===== src/rtl/matrix_load_compare_pkg.sv =====
// Shared types and width helpers for the run-time loaded matrix compare block.
package matrix_load_compare_pkg;

  typedef enum logic [1:0] {
    LOAD = 2'd0,
    CMP  = 2'd1,
    DONE = 2'd2
  } state_e;

  // Index width: at least one bit even for a single row or column.
  function automatic int idx_w(input int n);
    return (n <= 1) ? 1 : $clog2(n);
  endfunction

  function automatic int cnt_w(input int n);
    return $clog2(n + 1);
  endfunction

endpackage


===== src/rtl/matrix_load_compare_if.sv =====
// Load and expected-vector valid/ready streams feeding matrix_load_compare.
interface matrix_load_compare_if #(
  parameter int DATA_W = 8
);
  logic              wr_valid;
  logic              wr_ready;
  logic [DATA_W-1:0] wr_data;
  logic              cmp_valid;
  logic              cmp_ready;
  logic [DATA_W-1:0] cmp_data;

  modport master (
    output wr_valid, wr_data, cmp_valid, cmp_data,
    input  wr_ready, cmp_ready
  );

  modport slave (
    input  wr_valid, wr_data, cmp_valid, cmp_data,
    output wr_ready, cmp_ready
  );
endinterface


===== src/rtl/matrix_load_compare_index_ctr.sv =====
// Row-major row/col walker shared by the load and compare phases.
module matrix_index_ctr
  import matrix_load_compare_pkg::*;
#(
  parameter int ROWS = 4,
  parameter int COLS = 4
) (
  input  logic                     clk,
  input  logic                     rst_n,
  input  logic                     clr,
  input  logic                     inc,
  output logic [idx_w(ROWS)-1:0]   row,
  output logic [idx_w(COLS)-1:0]   col,
  output logic                     last
);
  localparam int RW = idx_w(ROWS);
  localparam int CW = idx_w(COLS);
  localparam logic [RW-1:0] ROW_MAX = RW'(ROWS - 1);
  localparam logic [CW-1:0] COL_MAX = CW'(COLS - 1);

  logic [RW-1:0] row_q, row_d;
  logic [CW-1:0] col_q, col_d;

  // Column advances first; wrapping the last element returns to (0,0).
  always_comb begin
    row_d = row_q;
    col_d = col_q;
    if (clr) begin
      row_d = '0;
      col_d = '0;
    end else if (inc) begin
      if (col_q == COL_MAX) begin
        col_d = '0;
        if (row_q == ROW_MAX) begin
          row_d = '0;
        end else begin
          row_d = row_q + 1'b1;
        end
      end else begin
        col_d = col_q + 1'b1;
      end
    end else begin
      row_d = row_q;
      col_d = col_q;
    end
  end

  always_ff @(posedge clk) begin
    if (!rst_n) begin
      row_q <= '0;
      col_q <= '0;
    end else begin
      row_q <= row_d;
      col_q <= col_d;
    end
  end

  assign row  = row_q;
  assign col  = col_q;
  assign last = (row_q == ROW_MAX) && (col_q == COL_MAX);
endmodule


===== src/rtl/matrix_load_compare.sv =====
// Loads a ROWS x COLS matrix over a stream, then checks it against an expected stream,
// reporting mismatch count, first mismatch location and pass/fail.
module matrix_load_compare
  import matrix_load_compare_pkg::*;
#(
  parameter int ROWS   = 4,
  parameter int COLS   = 4,
  parameter int DATA_W = 8
) (
  input  logic                                    clk,
  input  logic                                    rst_n,
  input  logic                                    clear,
  input  logic                                    recompare,
  matrix_load_compare_if.slave                    bus,
  output logic [0:ROWS-1][0:COLS-1][DATA_W-1:0]   output_mat,
  output logic                                    mat_valid,
  output logic [cnt_w(ROWS*COLS)-1:0]             err_cnt,
  output logic [idx_w(ROWS)-1:0]                  first_err_row,
  output logic [idx_w(COLS)-1:0]                  first_err_col,
  output logic                                    done,
  output logic                                    pass
);
  localparam int RW = idx_w(ROWS);
  localparam int CW = idx_w(COLS);
  localparam int EW = cnt_w(ROWS * COLS);
  localparam logic [EW-1:0] ERR_MAX = EW'(ROWS * COLS);

  typedef logic [0:ROWS-1][0:COLS-1][DATA_W-1:0] mat_t;

  state_e        state_q, state_d;
  mat_t          mat_q, mat_d;
  logic          mat_valid_q, mat_valid_d;
  logic [EW-1:0] err_cnt_q, err_cnt_d, err_cnt_nx;
  logic [RW-1:0] fer_q, fer_d;
  logic [CW-1:0] fec_q, fec_d;
  logic          done_q, done_d;
  logic          pass_q, pass_d;

  logic [RW-1:0] idx_row;
  logic [CW-1:0] idx_col;
  logic          idx_last;
  logic          wr_fire, cmp_fire, mismatch;

  // Readies decode registered state only; clear discards any same-cycle handshake.
  assign bus.wr_ready  = (state_q == LOAD);
  assign bus.cmp_ready = (state_q == CMP);
  assign wr_fire  = bus.wr_valid  && (state_q == LOAD) && !clear;
  assign cmp_fire = bus.cmp_valid && (state_q == CMP)  && !clear;
  assign mismatch = cmp_fire && (bus.cmp_data != mat_q[idx_row][idx_col]);

  matrix_index_ctr #(.ROWS(ROWS), .COLS(COLS)) u_idx (
    .clk   (clk),
    .rst_n (rst_n),
    .clr   (clear || ((state_q == DONE) && recompare)),
    .inc   (wr_fire || cmp_fire),
    .row   (idx_row),
    .col   (idx_col),
    .last  (idx_last)
  );

  // State register.
  always_ff @(posedge clk) begin
    if (!rst_n) begin
      state_q <= LOAD;
    end else begin
      state_q <= state_d;
    end
  end

  // Next-state logic.
  always_comb begin
    state_d = state_q;
    if (clear) begin
      state_d = LOAD;
    end else begin
      case (state_q)
        LOAD:    state_d = (wr_fire && idx_last)  ? CMP  : LOAD;
        CMP:     state_d = (cmp_fire && idx_last) ? DONE : CMP;
        DONE:    state_d = recompare ? CMP : DONE;
        default: state_d = LOAD;
      endcase
    end
  end

  // Saturating error count including the element accepted this cycle.
  always_comb begin
    if (mismatch && (err_cnt_q != ERR_MAX)) begin
      err_cnt_nx = err_cnt_q + 1'b1;
    end else begin
      err_cnt_nx = err_cnt_q;
    end
  end

  // Output/datapath next values.
  always_comb begin
    mat_d       = mat_q;
    mat_valid_d = mat_valid_q;
    err_cnt_d   = err_cnt_q;
    fer_d       = fer_q;
    fec_d       = fec_q;
    pass_d      = pass_q;
    done_d      = 1'b0;
    if (clear) begin
      mat_valid_d = 1'b0;
      err_cnt_d   = '0;
      fer_d       = '0;
      fec_d       = '0;
      pass_d      = 1'b0;
    end else begin
      case (state_q)
        LOAD: begin
          if (wr_fire) begin
            mat_d[idx_row][idx_col] = bus.wr_data;
            if (idx_last) begin
              mat_valid_d = 1'b1;
              err_cnt_d   = '0;
              fer_d       = '0;
              fec_d       = '0;
            end else begin
              mat_valid_d = mat_valid_q;
            end
          end else begin
            mat_d = mat_q;
          end
        end
        CMP: begin
          err_cnt_d = err_cnt_nx;
          if (mismatch && (err_cnt_q == '0)) begin
            fer_d = idx_row;
            fec_d = idx_col;
          end else begin
            fer_d = fer_q;
            fec_d = fec_q;
          end
          if (cmp_fire && idx_last) begin
            done_d = 1'b1;
            pass_d = (err_cnt_nx == '0);
          end else begin
            done_d = 1'b0;
          end
        end
        DONE: begin
          if (recompare) begin
            err_cnt_d = '0;
            fer_d     = '0;
            fec_d     = '0;
            pass_d    = 1'b0;
          end else begin
            err_cnt_d = err_cnt_q;
          end
        end
        default: begin
          mat_valid_d = 1'b0;
        end
      endcase
    end
  end

  // Output registers.
  always_ff @(posedge clk) begin
    if (!rst_n) begin
      mat_q       <= '0;
      mat_valid_q <= 1'b0;
      err_cnt_q   <= '0;
      fer_q       <= '0;
      fec_q       <= '0;
      done_q      <= 1'b0;
      pass_q      <= 1'b0;
    end else begin
      mat_q       <= mat_d;
      mat_valid_q <= mat_valid_d;
      err_cnt_q   <= err_cnt_d;
      fer_q       <= fer_d;
      fec_q       <= fec_d;
      done_q      <= done_d;
      pass_q      <= pass_d;
    end
  end

  assign output_mat    = mat_q;
  assign mat_valid     = mat_valid_q;
  assign err_cnt       = err_cnt_q;
  assign first_err_row = fer_q;
  assign first_err_col = fec_q;
  assign done          = done_q;
  assign pass          = pass_q;
endmodule


===== src/flat_wrapper.sv =====
// flat-port wrapper written by rule: the top's interface ports become plain ports
module matrix_load_compare_flat import matrix_load_compare_pkg::*;
#(
  parameter int ROWS   = 4,
  parameter int COLS   = 4,
  parameter int DATA_W = 8
)
  (clk, rst_n, clear, recompare, output_mat, mat_valid, err_cnt, first_err_row, first_err_col, done, pass, bus_wr_valid, bus_wr_data, bus_cmp_valid, bus_cmp_data, bus_wr_ready, bus_cmp_ready);
  matrix_load_compare_if #(.DATA_W(DATA_W)) bus_i ();
  input  logic clk;
  input  logic rst_n;
  input  logic clear;
  input  logic recompare;
  output logic [0:ROWS-1][0:COLS-1][DATA_W-1:0] output_mat;
  output logic mat_valid;
  output logic [cnt_w(ROWS*COLS)-1:0] err_cnt;
  output logic [idx_w(ROWS)-1:0] first_err_row;
  output logic [idx_w(COLS)-1:0] first_err_col;
  output logic done;
  output logic pass;
  input wire logic [$bits(bus_i.wr_valid)-1:0] bus_wr_valid;
  input wire logic [$bits(bus_i.wr_data)-1:0] bus_wr_data;
  input wire logic [$bits(bus_i.cmp_valid)-1:0] bus_cmp_valid;
  input wire logic [$bits(bus_i.cmp_data)-1:0] bus_cmp_data;
  output wire logic [$bits(bus_i.wr_ready)-1:0] bus_wr_ready;
  output wire logic [$bits(bus_i.cmp_ready)-1:0] bus_cmp_ready;
  assign bus_i.wr_valid = bus_wr_valid;
  assign bus_i.wr_data = bus_wr_data;
  assign bus_i.cmp_valid = bus_cmp_valid;
  assign bus_i.cmp_data = bus_cmp_data;
  assign bus_wr_ready = bus_i.wr_ready;
  assign bus_cmp_ready = bus_i.cmp_ready;
  matrix_load_compare #(.ROWS(ROWS), .COLS(COLS), .DATA_W(DATA_W)) u_core (.clk(clk), .rst_n(rst_n), .clear(clear), .recompare(recompare), .bus(bus_i), .output_mat(output_mat), .mat_valid(mat_valid), .err_cnt(err_cnt), .first_err_row(first_err_row), .first_err_col(first_err_col), .done(done), .pass(pass));
endmodule

===== config.mk =====
export PLATFORM = sky130hd
export DESIGN_NAME = matrix_load_compare_flat
export DESIGN_NICKNAME = d
export VERILOG_FILES = /design/src/rtl/matrix_load_compare_pkg.sv /design/src/rtl/matrix_load_compare_if.sv /design/src/rtl/matrix_load_compare_index_ctr.sv /design/src/rtl/matrix_load_compare.sv /design/src/flat_wrapper.sv
export SDC_FILE = /design/constraint.sdc
export NUM_CORES = 1
export LEC_CHECK = 0
export CAP_MARGIN = 10
export CORE_ASPECT_RATIO = 0.7
export CORE_MARGIN = 10
export CORE_UTILIZATION = 45
export DETAILED_ROUTE_END_ITERATION = 8
export PLACE_DENSITY = 0.76
export SLEW_MARGIN = 20
export SYNTH_ARGS = -nofsm -noshare
export SYNTH_HDL_FRONTEND = slang
export SYNTH_SLANG_ARGS = --single-unit

===== constraint.sdc =====
create_clock -name clk -period 2.6 [get_ports clk]
set_input_delay 0.52 -clock clk [delete_from_list [all_inputs] [get_ports clk]]
set_output_delay 0.52 -clock clk [all_outputs]
set_load 0.05 [all_outputs]

==> flow_summary.toml <==
[status]
outcome = "complete, but fails checks"
violations = "setup timing"

[yosys]
synth_area_sq_mm = 0.00695
synth_seq_area_share_pct = 42.1
avgSynthCellArea_sq_um = 8.22
synthCells = 845
ys_types = 46
ys_warn_count = 0
synth_flop_cell = "dfxtp_1"
synth_nets = 881
synth-seq-cells = 146
synthArstFlopShare_pct = 0
synth_edf_count = 0

[sta]
fmax_ghz = 0.364
timing.final.ws_setup_ns = -0.146
grt_setup_unrepaired = "yes"
worstMarginPinSlew_ns = 0.605
finalCritPeriodShare_pct = 106
drv_slew = 0
skew_ns = 0.0134
finalSetupViolCount = 10
hold_viol = 0
slew_headroom_pct = 59.7
fin_crit_ns = 2.75

[setup_path]
cp-start-kind = "flip-flop"
slowest_stage = "mux4_2"
reg2reg_setup_slack_ns = -0.15
timing.rr.end = "u_core.pass"
crit_path_cell_trace = "buf_12, mux4_2, xor2_1, mux4_2, buf_4, a221o_1, nand2_1, a21oi_2, o31ai_1"
cp.required_ns = 2.95
crit_top_cell = "mux4_2"
critical_path_class = "reg2reg"
cp_max_fo = 5
crit-reg2reg-launch = "u_core.u_idx.col[0]"
cpLargestDelayFamily = "multiplexers"
arrival_ns = 3.09
setup.worst_path.end_class = "flip-flop"
path_buf_inv = 2
rr_worst_depth = 9
cp_slowest_stage_delay_ns = 0.53

[flow_run]
maxCapViolations = 0

[die]
die_area_sq_mm = 0.0209
die_h_um = 124
num_rows = 37
pin_count = 164
die_x_um = 169
core-area_sq_mm = 0.0149
start_util_pct = 46.6

[grt]
grt_pass1_vias = 6840
grt-ovfl-total = 0
antenna_found_initial = 0
grt_usage_pct = 24.5
grt_pass1_wl_mm = 40.5
grt_max_degree = 130

[clocking]
root_buffer = "clkbuf_16"
htree_levels = 4
cts.sinks = 146
cts_tree = "built"
clock_latency_ns = 0.43
cts_buffers = 17
cts.clk_slew.worst_paths_ns = 0.06
clockBufferDepth = 2
hold_buffers = 0

[routing]
drt_first_pass_iters = 6
wl_per_cell_um = 21.8
ant_nets = 0
vias = 7320
drc = 0
totalWireLength_mm = 26.6
first_iter_violations = 1086
via_per_inst = 6.00

[worst_hold_path]
min_from = "u_core.output_mat[21]"
holdPathStages = 2
hp-class = "reg2reg"
min_to = "u_core.output_mat[21]"

[finish]
area_growth_pct = 41.5
seqCellArea_sq_mm = 0.00293
post-route-util_pct = 66.0
nFillCells = 1192
multiInputGateArea_sq_mm = 0.00373
drive_gt1_share_pct = 12.9
n_antenna_cell = 0
fin_nets = 1049
postLayoutCellArea_sq_mm = 0.00984

[power]
seq_power_share_pct = 43.5
leakagePower_nw = 3.22
internal_power_mw = 3.96
swShare_pct = 23.4
pwr-share-clk_pct = 50.4
power_switching_mw = 1.21
combPwrFrac_pct = 6.1
vdd.ir_drop.worst_mv = 0.410
powerDensity_mw_per_mm2 = 526

[placement]
gp_congestion = 0.874
dpl_cell_area_sq_mm = 0.00900
io_buffers = 163
dpl.hpwl_mm = 18.1
-- how the worst max path moves through the flow --
stage / from / endpoint / slack, ns / cells past startpoint
finish: u_core.u_idx.col[0] / u_core.pass / -0.15 / 9
global route: u_core.u_idx.col[0] / u_core.err_cnt[2] / -0.24 / 11
CTS: u_core.u_idx.col[0] / u_core.err_cnt[2] / -0.06 / 9
detailed placement: u_core.u_idx.col[0] / u_core.err_cnt[4] / -0.32 / 10
global placement: u_core.u_idx.col[0] / u_core.err_cnt[4] / -0.26 / 10
floorplan: u_core.state_q[0] / u_core.err_cnt[4] / 0.01 / 11
-- cell usage in the layout (no fill, tap or decap), drive strengths merged, types with 14 or more instances in the layout --
master / instances
buf: 63
nand3: 123
clkdlybuf4s50: 162
xnor2: 14
nor2: 16
clkbuf: 18
mux2i: 46
a21oi: 138
nand2: 162
dfxtp: 146
ha: 14
-- sequential cells by signal (all words and copies together), names as in the netlist --
register / flops
u_core.output_mat: 128
u_core.err_cnt: 5
u_core.first_err_col: 2
u_core.first_err_row: 2
u_core.state_q: 2
u_core.u_idx.col: 2
u_core.u_idx.row: 2
u_core.done: 1
u_core.mat_valid: 1
u_core.pass: 1
-- timing repair --
action / 4_1_cts / 5_1_grt
gates cloned: 3 / 0
buffers inserted: 6 / 1
gates resized for setup: 18 / 13
pin swaps: 11 / 18
endpoints found under the setup margin: 10 / 11
-- worst min-delay path, cell delays in order (launching register included) --
cell,delay [ns]
dfxtp_1,0.32
nand2_1,0.05
a21oi_1,0.05
-- cell type report --
cell class,count,area share [%]
clock buffer,18,4.36
clock inverter,13,1.87
inverter,13,0.509
multi-input combinational,608,37.9
sequential,146,29.8
tap,195,2.48
timing repair buffer,227,23.1
-- metrics by stage --
stage	TNS [ns]	power (mW)	hold slack, ns	setup slack, ns	cells
2_1_floorplan	0	2.47	0.500	0.0131	845
3_3_place_gp	-1.81	2.59	0.457	-0.263	1179
3_5_place_dp	-2.54	2.59	0.465	-0.324	1179
4_1_cts	-0.509	5.15	0.473	-0.0634	1219
5_1_grt	-2.02	5.27	0.493	-0.244	1220
6_report	-1.03	5.18	0.473	-0.146	1220
-- kinds of logic after synthesis --
group	Yosys count	synth area share, %
buf+inv	92	5.71
flops	146	42.1
mux	59	10.8
fa+ha+maj	14	2.52
simple gates	333	21.4
xor+xnor	18	2.27
compound gates	183	15.2
-- routing by layer --
layer | vias up | routed length (um) | global-route usage, %
met3 | 53 | 3800 | 8.66
met1 | 3464 | 11100 | 33.8
met4 | 0 | 497 | 7.43
met5 | - | 0 | 0
li1 | 3308 | - | -
met2 | 495 | 11200 | 35.4
-- cells in the mapped netlist (all sizes together), types with 5 or more instances --
cell type  instances  area share, %
dfxtp            146             42
a221oi            10            1.3
mux4              13            4.2
ha                14            2.5
a21oi            138            9.9
nor2              16           0.86
a22o              10            1.3
xnor2             14            1.8
nand4              5           0.45
o21ai              6           0.43
clkbuf            62            3.3
buf               17            1.7
mux2i             46            6.6
nand2            162            8.8
and2               5           0.45
nand3            123            8.9
inv               12           0.65
nor3               5           0.36
-- power by group through the flow --
stage	logic [mW]	clock network [mW]	registers (mW)
after floorplan	0.143	0	2.32
after global placement	0.286	0	2.30
after detailed placement	0.287	0	2.30
after CTS	0.305	2.60	2.25
after global routing	0.329	2.69	2.25
final	0.315	2.61	2.25
Power figures use the tool's default switching activity.
